$ cat src/rtl/uart_rx_ctrl.sv
// uart_rx_ctrl: frame sequencer for the UART receiver.
// Owns the oversampling edge counter and the bit counter. It enables the start,
// parity and stop checkers and the deserializer in turn, and qualifies each
// received byte with a one-cycle DATA_VALID pulse.
// Optional build macro UART_RX_ERR_STAT_EN adds saturating parity/frame error
// counters (PAR_ERR_CNT, FRM_ERR_CNT) with a synchronous CLR_STAT input.
module uart_rx_ctrl #(
  parameter int DATA_WIDTH = 8,
  parameter int PRESC_WD   = 6
) (
  input  logic                CLK,
  input  logic                RST,
  input  logic                RX_IN,
  input  logic [PRESC_WD-1:0] PRESCALE,
  input  logic                PAR_EN,
  input  logic                STRT_GLITCH,
  input  logic                PAR_ERR,
  input  logic                STP_ERR,
`ifdef UART_RX_ERR_STAT_EN
  input  logic                CLR_STAT,
  output logic [7:0]          PAR_ERR_CNT,
  output logic [7:0]          FRM_ERR_CNT,
`endif
  output logic                DAT_SAMP_EN,
  output logic [PRESC_WD-1:0] EDGE_CNT,
  output logic                STRT_CHK_EN,
  output logic                PAR_CHK_EN,
  output logic                STP_CHK_EN,
  output logic                DESER_EN,
  output logic                DATA_VALID,
  output logic                PAR_ERR_FLG,
  output logic                FRM_ERR_FLG
);

  // Bit counter spans start bit (0), data bits (1..DATA_WIDTH), parity and stop.
  localparam int                 BIT_W         = $clog2(DATA_WIDTH + 3);
  localparam logic [BIT_W-1:0]    LAST_DATA_BIT = BIT_W'(DATA_WIDTH);
  localparam logic [PRESC_WD-1:0] EDGE_ONE      = PRESC_WD'(1);

  typedef enum logic [2:0] {
    IDLE   = 3'd0,
    START  = 3'd1,
    DATA   = 3'd2,
    PARITY = 3'd3,
    STOP   = 3'd4,
    DONE   = 3'd5
  } state_t;

  state_t              state_q, state_d;
  logic [PRESC_WD-1:0] edge_cnt_q, edge_cnt_d;
  logic [BIT_W-1:0]    bit_cnt_q, bit_cnt_d;
  logic                armed_q, armed_d;
  logic                bad_q, bad_d;
  logic [PRESC_WD-1:0] presc_q;
  logic                presc_load;
  logic                last_edge;
  logic [PRESC_WD-1:0] edge_cnt_adv;
  logic [BIT_W-1:0]    bit_cnt_adv;

  // Edge P-1 of the current bit is where every check and shift happens.
  assign last_edge    = (edge_cnt_q == (presc_q - EDGE_ONE));
  assign edge_cnt_adv = last_edge ? '0 : (edge_cnt_q + EDGE_ONE);
  assign bit_cnt_adv  = last_edge ? (bit_cnt_q + 1'b1) : bit_cnt_q;
  assign EDGE_CNT     = edge_cnt_q;

  // Control state: FSM, counters, start arming and the frame-bad flag.
  always_ff @(posedge CLK or negedge RST) begin
    if (!RST) begin
      state_q    <= IDLE;
      edge_cnt_q <= '0;
      bit_cnt_q  <= '0;
      armed_q    <= 1'b0;
      bad_q      <= 1'b0;
    end else begin
      state_q    <= state_d;
      edge_cnt_q <= edge_cnt_d;
      bit_cnt_q  <= bit_cnt_d;
      armed_q    <= armed_d;
      bad_q      <= bad_d;
    end
  end

  // Oversampling ratio captured at start acceptance and held for the frame.
  always_ff @(posedge CLK) begin
    if (presc_load) begin
      presc_q <= PRESCALE;
    end
  end

  // Next-state, counter sequencing and checker/strobe outputs.
  always_comb begin
    state_d     = state_q;
    edge_cnt_d  = edge_cnt_q;
    bit_cnt_d   = bit_cnt_q;
    armed_d     = armed_q;
    bad_d       = bad_q;
    presc_load  = 1'b0;
    DAT_SAMP_EN = 1'b0;
    STRT_CHK_EN = 1'b0;
    PAR_CHK_EN  = 1'b0;
    STP_CHK_EN  = 1'b0;
    DESER_EN    = 1'b0;
    DATA_VALID  = 1'b0;
    PAR_ERR_FLG = 1'b0;
    FRM_ERR_FLG = 1'b0;

    case (state_q)
      IDLE: begin
        edge_cnt_d = '0;
        bit_cnt_d  = '0;
        if (RX_IN) begin
          armed_d = 1'b1;
        end else if (armed_q) begin
          // The detect cycle counts as edge 0 of the start bit.
          state_d    = START;
          edge_cnt_d = EDGE_ONE;
          presc_load = 1'b1;
        end
      end

      START: begin
        DAT_SAMP_EN = 1'b1;
        edge_cnt_d  = edge_cnt_adv;
        bit_cnt_d   = bit_cnt_adv;
        if (last_edge) begin
          STRT_CHK_EN = 1'b1;
          if (STRT_GLITCH) begin
            state_d    = IDLE;
            armed_d    = 1'b0;
            edge_cnt_d = '0;
            bit_cnt_d  = '0;
            bad_d      = 1'b0;
          end else begin
            state_d = DATA;
          end
        end
      end

      DATA: begin
        DAT_SAMP_EN = 1'b1;
        edge_cnt_d  = edge_cnt_adv;
        bit_cnt_d   = bit_cnt_adv;
        if (last_edge) begin
          DESER_EN = 1'b1;
          if (bit_cnt_q == LAST_DATA_BIT) begin
            state_d = PAR_EN ? PARITY : STOP;
          end
        end
      end

      PARITY: begin
        DAT_SAMP_EN = 1'b1;
        edge_cnt_d  = edge_cnt_adv;
        bit_cnt_d   = bit_cnt_adv;
        if (last_edge) begin
          PAR_CHK_EN = 1'b1;
          // A parity error still walks through STOP to stay frame aligned.
          if (PAR_ERR) begin
            bad_d       = 1'b1;
            PAR_ERR_FLG = 1'b1;
          end
          state_d = STOP;
        end
      end

      STOP: begin
        DAT_SAMP_EN = 1'b1;
        edge_cnt_d  = edge_cnt_adv;
        bit_cnt_d   = bit_cnt_adv;
        if (last_edge) begin
          STP_CHK_EN = 1'b1;
          if (STP_ERR) begin
            // Disarm so a line stuck low cannot immediately retrigger.
            FRM_ERR_FLG = 1'b1;
            state_d     = IDLE;
            armed_d     = 1'b0;
            edge_cnt_d  = '0;
            bit_cnt_d   = '0;
            bad_d       = 1'b0;
          end else begin
            state_d = DONE;
          end
        end
      end

      DONE: begin
        DATA_VALID = ~bad_q;
        bad_d      = 1'b0;
        bit_cnt_d  = '0;
        if (!RX_IN) begin
          // Back-to-back frame: this cycle is edge 0 of the next start bit.
          state_d    = START;
          edge_cnt_d = EDGE_ONE;
          presc_load = 1'b1;
        end else begin
          state_d    = IDLE;
          edge_cnt_d = '0;
        end
      end

      default: begin
        state_d    = IDLE;
        edge_cnt_d = '0;
        bit_cnt_d  = '0;
        bad_d      = 1'b0;
      end
    endcase
  end

`ifdef UART_RX_ERR_STAT_EN
  logic [7:0] par_err_cnt_q, par_err_cnt_d;
  logic [7:0] frm_err_cnt_q, frm_err_cnt_d;

  function automatic logic [7:0] sat_inc8(input logic [7:0] v);
    return (v == 8'hFF) ? v : (v + 8'd1);
  endfunction

  // Saturating error statistics; a clear wins over a same-cycle increment.
  always_comb begin
    par_err_cnt_d = par_err_cnt_q;
    frm_err_cnt_d = frm_err_cnt_q;
    if (CLR_STAT) begin
      par_err_cnt_d = '0;
      frm_err_cnt_d = '0;
    end else begin
      if (PAR_ERR_FLG) par_err_cnt_d = sat_inc8(par_err_cnt_q);
      if (FRM_ERR_FLG) frm_err_cnt_d = sat_inc8(frm_err_cnt_q);
    end
  end

  // Error statistic registers.
  always_ff @(posedge CLK or negedge RST) begin
    if (!RST) begin
      par_err_cnt_q <= '0;
      frm_err_cnt_q <= '0;
    end else begin
      par_err_cnt_q <= par_err_cnt_d;
      frm_err_cnt_q <= frm_err_cnt_d;
    end
  end

  assign PAR_ERR_CNT = par_err_cnt_q;
  assign FRM_ERR_CNT = frm_err_cnt_q;
`endif

endmodule

$ cat config.mk
export PLATFORM = sky130hd
export DESIGN_NAME = uart_rx_ctrl
export DESIGN_NICKNAME = d
export VERILOG_FILES = /design/src/rtl/uart_rx_ctrl.sv
export SDC_FILE = /design/constraint.sdc
export NUM_CORES = 1
export LEC_CHECK = 0
export BUFFER_PORTS_ARGS = -buffer_cell sky130_fd_sc_hd__buf_2
export CORE_ASPECT_RATIO = 0.5
export CORE_UTILIZATION = 45
export DETAILED_ROUTE_END_ITERATION = 10
export GPL_ROUTABILITY_DRIVEN = 1
export GPL_TIMING_DRIVEN = 0
export PLACE_DENSITY_LB_ADDON = 0.08
export SYNTH_ARGS = -nofsm -noshare
export SYNTH_HDL_FRONTEND = slang
export SYNTH_SLANG_ARGS = --single-unit
$ cat constraint.sdc
create_clock -name CLK -period 3.5 [get_ports CLK]
set_input_delay 0.175 -clock CLK [delete_from_list [all_inputs] [get_ports CLK]]
set_output_delay 0.175 -clock CLK [all_outputs]
set_load 0.02 [all_outputs]
==> results.txt, run 1 <==
The flow ran to the end, and the final reports show no timing, DRC or antenna violations. The tools report the final-layout fill cell count as 281. The fraction of layout instances using a drive strength above 1 was 22.7%; the register clock-pin slew on the reported worst setup and hold paths was 0.08 ns. The first global-routing pass estimated 4690 um of wire.

The total of flip-flops plus latches after synthesis works out to 21. Once routing completed, OpenROAD measured the worst setup slack at 0.417 ns. The logs give 0.00268 sq mm for the floorplan core area and 0.00131 sq mm for the post-synthesis cell area. The starting density of the core was 48.9%; the largest buffer count on any clock path was 2. Summed over all nets, the switching power comes to 409 uW. The tools report the number of standard cells after synthesis as 141. The class of the tightest hold or removal check is in2reg. The critical setup path kind is reg2out.

The total chip power was 962 uW; the buffers plus inverters on the worst setup path was 2. The cell at the slowest stage of the critical path is a2111oi_4. The internal power of the cells totals 553 uW.

Placed cell area: 0.00149 sq mm. Launch point of the worst reg-to-reg path: presc_q[2]$_DFFE_PP_. Port buffering added 26 buffers.

The global-route usage over all layers is 20.4%. The worst-margin pin slew is 0.968 ns. TritonCTS built the clock tree.

The worst clock skew was 0.00177 ns. Setup violations remaining at the end of the flow were counted as 0. The max-cap violation count was 0; the number of top-level pins was 27.

After legalization and detailed placement, the total HPWL measured 2120 um. The average instance in the mapped netlist occupies 9.30 sq um. The worst register-to-register path has a depth of 6. Counting the buffers created by CTS gives 3. The arrival time reported for the critical path endpoint is 2.91 ns, and the first-pass iteration count of the detailed router is 6. The tools report the clock latency on the worst-skew pair as 0.26 ns. In this run the clock root is driven by a clkbuf_8. Per report_power, the clock group accounts for 17.3% of the total. The post-synthesis net count was 158. For the combinational cell fraction of total power, the log shows 43.7%. The total overflow left after global routing is 0. Measured against its own limit, the worst slew margin works out to 34.9%. The area growth from synthesis to layout is 17.7%. Sequential elements use 42.4% of the synthesized area.

The logs give 204 for the number of instances in the placed design and 3.32 ns for the required time reported for the critical path endpoint. Number of H-tree levels: 1. The initial antenna violation count is 0.

In the final timing run, aggregate negative setup slack is 0 ns. In this run the power density over the cells is 623 mW/mm^2. The total leakage power is 0.678 nW. For the final weighted congestion in routability-driven placement, the log shows 0.848. IR analysis of the VDD net gives a maximum drop of 0.000300 V.

Clock tree synthesis found a total of 21 sinks. The logs give 0.0802 ns for the worst hold slack after final layout and 13 for the number of standard-cell rows in the floorplan. During synthesis, Yosys emitted a total of 0 warnings. STA classifies the critical path startpoint as a flop. Entering global routing, the biggest net connects 16 pins. The worst hold path depth was 1; the average wire per cell in the routed design was 13.9 um. The routed layout has 1130 vias. The count of distinct cell types in the synthesized netlist is 38, and the relative contribution of sequential cells to total power is 38.9%. The floorplan die height was 40.2 um; the switching share of power was 42.5%. Once layout is complete, the cells apart from fillers number 209. The logs give 0 for the final number of max-transition violations and 0.704 ns for the placement-stage worst setup slack. The worst hold path begins at PRESCALE[5]. The critical path goes through or4_4 > or3_4 > a2111oi_4 > and2_1 > buf_4 > nand2_1 > nor3_1 > buf_2.

The final critical delay including setup and external delays is 3.08 ns. The die outline width works out to 78.3 um. The antenna diode count is 0, and the number of antenna-violating nets in the routed design is 0. The detailed router finished its first iteration with 87 violations.

Setup repair after global routing left no endpoint under its margin. The maximum net fanout on the critical path was 6; the die area was 0.00315 sq mm. In the finished design, the share of the clock period the worst path needs comes to 88.1%. The total number of nets in the final design is 190, and the number of buffers added for setup after CTS is 0. The endpoint of the worst hold-timing path is presc_q[5]$_DFFE_PP_. For the routed wire length, the log shows 2910 um. The tools report the final instance area as 0.00154 sq mm. In this run the register-to-register setup slack is 0.80 ns.

The mean number of vias per cell works out to 5.41. On the critical path the largest part of the delay comes from simple AND/OR/NAND/NOR gates. Leaving out fill and tap cells, the most frequent cell in the layout is buf_2. The worst setup path is captured at a primary output.

DRC violation count after routing: 0. The critical path's largest stage delay was 0.54 ns; the final core utilization was 57.5%. The achievable frequency came out at 324 MHz. The count of final hold-check violations is 0. The library cells used most frequently in the layout, excluding fill and tap cells, are 27 x buf_2, 19 x nor2_1, 15 x dfrtp_1.

Via count of the first global-routing pass: 990. The tools report the end of the worst register-to-register path as bit_cnt_q[2]$_DFF_PN0_. Beginning of the critical path: presc_q[2]$_DFFE_PP_.
-- routing by layer --
layer / vias up / track usage, % / wire length [um]
met2: 36 / 35.5 / 1320
met3: 2 / 5.23 / 215
met1: 537 / 27.4 / 1370
met5: - / 0 / 0
met4: 0 / 1.39 / 8
li1: 555 / - / -
-- worst max path at each step --
stage | endpoint | slack [ns] | cells after the start
floorplan | DESER_EN | 0.68 | 6
global placement | PAR_CHK_EN | 0.75 | 8
detailed placement | STRT_CHK_EN | 0.70 | 8
CTS | STRT_CHK_EN | 0.40 | 8
global route | PAR_CHK_EN | 0.24 | 8
finish | STRT_CHK_EN | 0.42 | 8
-- worst register-to-register path: stages (launching register included) --
cell	delay, ns
edfxtp_1	0.48
or4_4	0.52
or3_4	0.35
a2111oi_4	0.54
a31oi_1	0.19
a311oi_2	0.41
nor2_1	0.09
-- sequential cells by signal, indices dropped and copies added, names as in the netlist --
| signal | flops |
|---|---|
| bad_q | 1 |
| state_q | 3 |
| presc_q | 6 |
| EDGE_CNT | 6 |
| armed_q | 1 |
| bit_cnt_q | 4 |
-- cells by family (layout without fill, tap and decap cells) --
kind of cell    Yosys count  after routing  share of synthesized area [%]
xor+xnor                 14             14                           9.35
compound gates           26             26                           15.7
mux                       2              2                           1.53
fa+ha+maj                 4              4                           3.82
flops                    21             21                           42.4
simple gates             61             61                           23.1
buf+inv                  13             44                           4.10
-- timing repair --
| action | CTS | global route |
|---|---|---|
| hold buffers | 1 | 0 |
| hold endpoints to repair | 15 | 0 |
| resized for setup | 0 | 0 |
-- cells in the mapped netlist --
library cell | number | area (sq um)
and4_4 | 1 | 11.3
o31ai_2 | 1 | 12.5
a2111oi_4 | 1 | 27.5
o21bai_1 | 1 | 7.51
mux2i_1 | 2 | 20.0
o22a_1 | 2 | 17.5
a31oi_1 | 4 | 25.0
a21oi_1 | 3 | 15.0
xor2_1 | 3 | 26.3
o32a_1 | 1 | 10.0
nor3_2 | 1 | 10.0
a21o_1 | 2 | 15.0
nand2_1 | 14 | 52.6
clkbuf_1 | 5 | 18.8
edfxtp_1 | 6 | 180
or3_4 | 1 | 11.3
nor3_1 | 6 | 30.0
or3_1 | 1 | 6.26
nor4_1 | 1 | 6.26
or4_4 | 1 | 11.3
o21ai_0 | 6 | 30.0
and2_1 | 1 | 6.26
and3b_1 | 1 | 8.76
o21ai_1 | 1 | 5.00
buf_4 | 1 | 7.51
a21boi_0 | 1 | 7.51
a221o_1 | 1 | 10.0
a311oi_2 | 1 | 15.0
and3_1 | 2 | 12.5
o221ai_1 | 1 | 8.76
nor2_1 | 19 | 71.3
inv_1 | 6 | 22.5
xnor2_1 | 11 | 96.3
nand3_1 | 8 | 40.0
dfrtp_1 | 15 | 375
nor2b_1 | 4 | 25.0
buf_2 | 1 | 5.00
ha_1 | 4 | 50.1
-- cell type report --
cell class / instances / area, sq um / share of cell area (%)
plain buffers: 7 / 31.3 / 2.03
clock buffers: 3 / 41.3 / 2.67
clock inverters: 1 / 5.00 / 0.324
inverters: 6 / 22.5 / 1.46
multi-input cells: 107 / 702 / 45.5
flip-flops and latches: 21 / 556 / 36.0
well taps: 37 / 46.3 / 3.00
repair buffers: 27 / 140 / 9.08
-- power groups by stage --
stage / sequential (mW) / clock, mW / combinational [mW]
6_report: 0.374 / 0.167 / 0.421
3_3_place_gp: 0.379 / 0 / 0.408
4_1_cts: 0.375 / 0.169 / 0.424
5_1_grt: 0.385 / 0.178 / 0.467
2_1_floorplan: 0.392 / 0 / 0.289
3_5_place_dp: 0.380 / 0 / 0.421
Power figures use the tool's default switching activity.
==> run 2, diff against run 1 <==
--- a/config.mk
+++ b/config.mk
@@ -6,11 +6,12 @@
 export NUM_CORES = 1
 export LEC_CHECK = 0
 export BUFFER_PORTS_ARGS = -buffer_cell sky130_fd_sc_hd__buf_2
+export CELL_PAD_IN_SITES_DETAIL_PLACEMENT = 1
+export CELL_PAD_IN_SITES_GLOBAL_PLACEMENT = 1
 export CORE_ASPECT_RATIO = 0.5
-export CORE_UTILIZATION = 45
+export CORE_UTILIZATION = 40
 export DETAILED_ROUTE_END_ITERATION = 10
 export GPL_ROUTABILITY_DRIVEN = 1
-export GPL_TIMING_DRIVEN = 0
 export PLACE_DENSITY_LB_ADDON = 0.08
 export SYNTH_ARGS = -nofsm -noshare
 export SYNTH_HDL_FRONTEND = slang
==> run 2 against run 1 <==
Cell count decreased by 1.9%. Worst hold slack improved by 0.0035 ns. Total power is 0.21% higher. Non-clock buffer count down 7. Fmax is 1.3% lower. Setup slack lost 0.042 ns. Via count fell by 1.1%. Final area fell by 1.8%. Global-route usage grew 1.9 points. Core utilization shrank 8.1 points. Clock-buffer cell count is the same. First-iteration DRC count is 52% lower. Largest cell class unchanged.
==> results.txt, run 2 (synthesized netlist as in run 1, its figures left out) <==
The run gives 0.591 ns (was 0.704 ns) as the placement-stage worst setup slack. The tools report the total chip power as 964 uW (was 962 uW). The number of DRC violations after detailed-routing iteration 0 is 42 (was 87), and the net switching power of the design is 418 uW (was 409 uW). The largest buffer count on any clock path came out at 2 (unchanged). The tools report the number of buffers added for setup after CTS as 0 (unchanged). Commonest non-fill, non-tap cells in the layout: 26 x buf_2, 19 x nor2_1, 15 x dfrtp_1 (was 27 x buf_2, 19 x nor2_1, 15 x dfrtp_1).

The logs give 3380 um (was 2910 um) for the routed wire length and 27 (unchanged) for the number of top-level pins. The critical setup path kind was reg2out (unchanged). The tools report the minimum setup slack in the final design as 0.375 ns (was 0.417 ns).

The clock share of power was 17.0% (was 17.3%). The overflow left after global routing is 0 (unchanged). Clock root buffer: clkbuf_8 (unchanged).

The tools report the estimated wirelength of the detail-placed design as 2510 um (was 2120 um). Setup repair after global routing left no endpoint under its margin. Number of sinks handled by clock tree synthesis: 21 (unchanged).

The DRC violation count after routing is 0 (unchanged), and the switching share of power is 43.4% (was 42.5%). The tools report the total via count in the routed design as 1118 (was 1130). The run gives 1 (unchanged) as the number of hold-repair buffers added at the cts stage. Area of the multi-input gates: 702 sq um (unchanged). The average wire per cell in the routed design is 16.5 um (was 13.9 um), and the mean number of vias per cell is 5.45 (was 5.41). The count of final hold-check violations is 0 (unchanged), and the arrival time reported for the critical path endpoint is 2.95 ns (was 2.91 ns). The run gives 4 (was 6) as the first-pass iteration count of the detailed router. Cell at the slowest stage of the critical path: or4_4 (was a2111oi_4).

Final critical delay including setup and external delays: 3.13 ns (was 3.08 ns). The category of the worst setup path launch point is a flop (unchanged). The run gives 42.8% (was 48.9%) as the starting density of the core. The run finished with clean final reports. The total number of nets in the final design was 183 (was 190); the number of endpoints failing setup at the final stage was 0 (unchanged).

The leading cell type in the layout, fill and taps excluded was buf_2 (unchanged). The run gives 3 (unchanged) as the number of buffers inserted during clock tree synthesis. The final number of max-transition violations came out at 0 (unchanged). Final weighted congestion in routability-driven placement: 0.763 (was 0.848).

The element type at the critical path end was a primary output (unchanged). The critical path's largest stage delay came out at 0.52 ns (was 0.54 ns). The run gives 1 (unchanged) as the number of H-tree levels. Number of resized instances in the post-cts repair step: 0 (unchanged). For the total leakage power, the log shows 0.664 nW (was 0.678 nW).

Floorplan die height: 42.5 um (was 40.2 um). For the relative contribution of sequential cells to total power, the log shows 43.0% (was 38.9%). The logs give 200 (was 204) for the number of instances in the placed design and 205 (was 209) for the number of cells in the finished layout apart from fillers.

The register clock-pin slew on the reported worst setup and hold paths was 0.08 ns (about the same). The power per cell area is 635 mW/mm^2 (was 623 mW/mm^2), and the area occupied by registers is 556 sq um (unchanged). For the die area, the log shows 0.00352 sq mm (was 0.00315 sq mm). The accumulated negative setup slack is 0 ns (unchanged). The floorplan core area is 0.00307 sq mm (was 0.00268 sq mm).

The maximum net fanout on the critical path is 11 (was 6). Worst-path cell chain: or4_4 > or3_4 > a2111oi_4 > nand2_1 > nor4_1 > buf_2 (was or4_4 > or3_4 > a2111oi_4 > and2_1 > buf_4 > nand2_1 > nor3_1 > buf_2). The fraction of layout instances using a drive strength above 1 was 22.4% (was 22.7%). The maximum number of pins on one net before global-route repair is 20 (was 16).

The worst clock skew came out at 0.00559 ns (was 0.00177 ns). The via count of the first global-routing pass came out at 1232 (was 990). For the relative max-transition margin, the log shows 16.3% (was 34.9%). The max-cap violation count was 0 (unchanged); the number of antenna-violating nets in the routed design was 0 (unchanged).

The quantity of I/O buffers inserted on ports works out to 26 (unchanged). The worst-margin pin slew was 1.24 ns (was 0.968 ns). TritonCTS built the clock tree. The logs give 320 MHz (was 324 MHz) for the achievable frequency and 0.26 ns (about the same) for the clock latency on the worst-skew pair.

The initial antenna violation count is 0 (unchanged), and the combinational cell fraction of total power is 40.1% (was 43.7%). The tools report the cell-internal power as 545 uW (was 553 uW). The largest vdd supply drop was 0.000294 V (was 0.000300 V); the area growth from synthesis to layout was 15.6% (was 17.7%). The die outline width was 83.0 um (was 78.3 um).

The wire length of the first global-routing pass was 5980 um (was 4690 um). The number of standard-cell rows in the floorplan was 14 (was 13). Global-route usage over all layers: 22.3% (was 20.4%). The class of the tightest hold or removal check was in2reg (unchanged). For the final-layout fill cell count, the log shows 371 (was 281). The logs give 0 (unchanged) for the antenna diode count and 3.32 ns (about the same) for the required time reported for the critical path endpoint. The post-route clock period utilization is 89.3% (was 88.1%).
## run 2: cell types whose count changed in the layout (fill, tap and decap cells not counted)
cell	delta
buf_4	-1
clkbuf_1	-5
buf_2	-1
## run 2: layout make-up
class                           instances  area share (%)
Clock buffer                            3            2.72
Clock inverter                          1           0.330
Inverter                                6            1.49
Multi-Input combinational cell        107            46.3
Sequential cell                        21            36.6
Tap cell                               40            3.30
Timing Repair Buffer                   27            9.24
## run 2: worst max-delay path, delay by kind of cell (launching register included)
kind                   cells  cell delay [ns]
AOI/OAI and AO/OA          1             0.49
buffers and inverters      1             0.21
DFF                        1             0.47
and+or+nand+nor            4             1.52
## run 2: stage by stage
step	area (sq um)	utilization, %	hold WS [ns]
2_1_floorplan	1310	-	-0.121
3_3_place_gp	1460	47.6	0.119
3_5_place_dp	1460	47.6	0.120
4_1_cts	1520	49.5	0.0757
5_1_grt	1520	49.5	0.0746
6_report	1520	49.5	0.0836
## run 2: worst paths after layout
path	end	cells past startpoint	from	slack, ns
worst max-delay path	DESER_EN	6	presc_q[2]$_DFFE_PP_	0.37
worst min-delay path	presc_q[2]$_DFFE_PP_	1	PRESCALE[2]	0.08
worst max register to register	bad_q$_DFFE_PN0P_	6	presc_q[2]$_DFFE_PP_	0.59
worst min register to register	bad_q$_DFFE_PN0P_	1	bad_q$_DFFE_PN0P_	0.50
max in group asynchronous	bit_cnt_q[0]$_DFF_PN0_	2	RST	2.84
min in group asynchronous	bad_q$_DFFE_PN0P_	2	RST	0.37
## run 2: metal layers
layer,vias to the layer above,routed length [um],global-route usage (%),share of wire (%)
met5,-,0,0,0
met4,0,46,7.93,1.4
met3,6,103,5.12,3.0
met2,19,1580,38.0,47
met1,552,1650,28.3,49
li1,541,-,-,-
## run 2: power groups by stage
stage	Combinational (mW)	Sequential, mW	Clock (mW)
after floorplan	0.289	0.392	0
after global placement	0.371	0.416	0
after detailed placement	0.384	0.418	0
after CTS	0.388	0.413	0.168
after global routing	0.433	0.428	0.176
final	0.386	0.414	0.163
==> run 3, diff against run 2 <==
--- a/config.mk
+++ b/config.mk
@@ -5,7 +5,7 @@
 export SDC_FILE = /design/constraint.sdc
 export NUM_CORES = 1
 export LEC_CHECK = 0
-export BUFFER_PORTS_ARGS = -buffer_cell sky130_fd_sc_hd__buf_2
+export BUFFER_PORTS_ARGS = -buffer_cell sky130_fd_sc_hd__clkbuf_2
 export CELL_PAD_IN_SITES_DETAIL_PLACEMENT = 1
 export CELL_PAD_IN_SITES_GLOBAL_PLACEMENT = 1
 export CORE_ASPECT_RATIO = 0.5
==> run 3 against run 2 <==
Clock-buffer cell count is 1 higher. First-iteration DRC count shrank 36%. Non-clock buffer count unchanged. Worst hold slack lost 0.0047 ns. Via count rose by 1.5%. Cell count unchanged. Fmax down 2.0%. Sequential power is essentially flat.
==> results.txt, run 3 (synthesized netlist as in run 1, its figures left out) <==
The total via count in the routed design was 1135 (was 1118). Die outline width: 83.0 um (unchanged). The logs give 2 (unchanged) for the largest buffer count on any clock path and 3.32 ns (about the same) for the required time reported for the critical path endpoint. The run gives 16.5% (was 16.3%) as the relative max-transition margin. For the arrival time reported for the critical path endpoint, the log shows 3.01 ns (was 2.95 ns).

The switching share of power works out to 43.0% (was 43.4%). The clock latency on the worst-skew pair is 0.27 ns (was 0.26 ns). Class of the tightest hold or removal check: in2reg (unchanged). Final critical delay including setup and external delays: 3.19 ns (was 3.13 ns). The worst-margin pin slew was 1.24 ns (about the same); the floorplan core area was 0.00307 sq mm (unchanged). The combinational cell fraction of total power came out at 39.8% (was 40.1%). The logs give 5800 um (was 5980 um) for the wire length of the first global-routing pass and 0.00101 ns (was 0.00559 ns) for the worst clock skew.

The maximum net fanout on the critical path is 11 (unchanged). The flow ran to the end, and the final reports show no timing, DRC or antenna violations. The number of endpoints failing setup at the final stage is 0 (unchanged), and the global-route usage over all layers is 22.3% (about the same).

Area growth from synthesis to layout: 15.6% (about the same). The power per cell area is 635 mW/mm^2 (about the same), and the die area is 0.00352 sq mm (unchanged). The category of the worst setup path launch point is a flop (unchanged). For the number of H-tree levels, the log shows 1 (unchanged). For the total leakage power, the log shows 0.656 nW (was 0.664 nW). The register clock-pin slew on the reported worst setup and hold paths works out to 0.08 ns (about the same). The run gives 1157 (was 1232) as the via count of the first global-routing pass. For the number of standard-cell rows in the floorplan, the log shows 14 (unchanged).

The floorplan die height is 42.5 um (unchanged). The run gives 27 (unchanged) as the number of top-level pins. The logs give 0.000302 V (was 0.000294 V) for the largest vdd supply drop and 27 (was 42) for the number of DRC violations after detailed-routing iteration 0. Critical setup path kind: reg2out (unchanged). The number of cells in the finished layout apart from fillers came out at 205 (unchanged). The final instance area was 0.00152 sq mm (about the same); the placed cell area was 0.00146 sq mm (unchanged). The average wire per cell in the routed design is 16.4 um (was 16.5 um). The number of buffers inserted during clock tree synthesis came out at 3 (unchanged).

The fraction of layout instances using a drive strength above 1 came out at 21.8% (was 22.4%). Element type at the critical path end: a primary output (unchanged). TritonCTS built the clock tree. For the total number of nets in the final design, the log shows 183 (unchanged). Leading cell type in the layout, fill and taps excluded: clkbuf_2 (was buf_2). The quantity of I/O buffers inserted on ports is 26 (unchanged).

The placement-stage worst setup slack was 0.620 ns (was 0.591 ns). The overflow left after global routing is 0 (unchanged). The post-route clock period utilization is 91.1% (was 89.3%). For the maximum number of pins on one net before global-route repair, the log shows 20 (unchanged). For the number of instances in the placed design, the log shows 200 (unchanged).

Setup repair after global routing left no endpoint under its margin. The logs give 3350 um (was 3380 um) for the routed wire length and 0 (unchanged) for the antenna diode count. The first-pass iteration count of the detailed router was 4 (unchanged). For the final number of max-transition violations, the log shows 0 (unchanged). The tools report the achievable frequency as 314 MHz (was 320 MHz).

The estimated wirelength of the detail-placed design was 2460 um (was 2510 um); the clock share of power was 17.2% (was 17.0%). The logs give 375 (was 371) for the final-layout fill cell count and 414 uW (was 418 uW) for the net switching power of the design. The relative contribution of sequential cells to total power is 42.9% (was 43.0%). The tools report the max-cap violation count as 0 (unchanged).

Clock root buffer: clkbuf_8 (unchanged). The DRC violation count after routing is 0 (unchanged), and the final core utilization is 49.4% (was 49.5%). The cell-internal power was 548 uW (was 545 uW); the accumulated negative setup slack was 0 ns (unchanged).

Commonest non-fill, non-tap cells in the layout: 26 x clkbuf_2, 19 x nor2_1, 15 x dfrtp_1 (was 26 x buf_2, 19 x nor2_1, 15 x dfrtp_1). The run gives 0 (unchanged) as the number of buffers added for setup after CTS. The initial antenna violation count was 0 (unchanged). The logs give 21 (unchanged) for the number of sinks handled by clock tree synthesis and 0.760 (was 0.763) for the final weighted congestion in routability-driven placement. The minimum setup slack in the final design came out at 0.311 ns (was 0.375 ns). The count of final hold-check violations is 0 (unchanged).

The number of antenna-violating nets in the routed design was 0 (unchanged); the mean number of vias per cell was 5.54 (was 5.45). The starting density of the core came out at 42.8% (unchanged).
-- run 3: cell types whose count changed in the layout (fill, tap and decap cells not counted) --
| cell | previous run | this run |
|---|---|---|
| buf_2 | 26 | 0 |
| clkbuf_1 | 0 | 1 |
| clkbuf_2 | 0 | 26 |
| clkinv_2 | 1 | 0 |
-- run 3: metal layers --
layer	vias up	share of wire, %	global-route usage [%]	wire length (um)
met5	-	0	0	0
met4	0	1.2	7.93	40
met3	6	3.9	4.72	132
met2	22	49	38.5	1650
met1	565	46	28.0	1530
li1	542	-	-	-
-- run 3: cell type report --
class | instances | area (sq um) | area share, %
Tap cell | 40 | 50.0 | 3.30
Timing Repair Buffer | 27 | 140 | 9.25
Inverter | 6 | 22.5 | 1.49
Multi-Input combinational cell | 107 | 702 | 46.3
Sequential cell | 21 | 556 | 36.7
Clock buffer | 4 | 45.0 | 2.97
-- run 3: timing repair --
action | CTS | global route
hold endpoints to repair | 15 | 0
hold buffers | 1 | 0
resized for setup | 0 | 0
-- run 3: power by group through the flow --
| stage | Clock, mW | Sequential (mW) | Combinational, mW |
|---|---|---|---|
| final | 0.166 | 0.413 | 0.383 |
| after global routing | 0.179 | 0.429 | 0.430 |
| after CTS | 0.169 | 0.414 | 0.388 |
| after detailed placement | 0 | 0.419 | 0.384 |
| after global placement | 0 | 0.417 | 0.371 |
| after floorplan | 0 | 0.392 | 0.289 |
-- run 3: final timing paths --
path	start	end	slack, ns	depth (start not counted)
worst max-delay path	presc_q[0]$_DFFE_PP_	DESER_EN	0.31	6
min in group asynchronous	RST	EDGE_CNT[3]$_DFF_PN0_	0.37	2
worst min register to register	bad_q$_DFFE_PN0P_	bad_q$_DFFE_PN0P_	0.49	1
worst min-delay path	PRESCALE[2]	presc_q[2]$_DFFE_PP_	0.08	1
max in group asynchronous	RST	state_q[2]$_DFFE_PN0P_	2.83	2
worst max register to register	presc_q[0]$_DFFE_PP_	bad_q$_DFFE_PN0P_	0.57	6
-- run 3: critical path, stage by stage (launching register included) --
cell and delay [ns]:
edfxtp_1 0.45, or4_4 0.56, or3_4 0.36, a2111oi_4 0.50
nand2_1 0.37, nor4_1 0.29, clkbuf_2 0.22
-- run 3: metrics by stage --
stage | power (mW) | hold WS (ns)
floorplan | 0.681 | -0.121
global placement | 0.788 | 0.134
detailed placement | 0.803 | 0.135
CTS | 0.971 | 0.0780
global route | 1.04 | 0.0756
finish | 0.962 | 0.0789
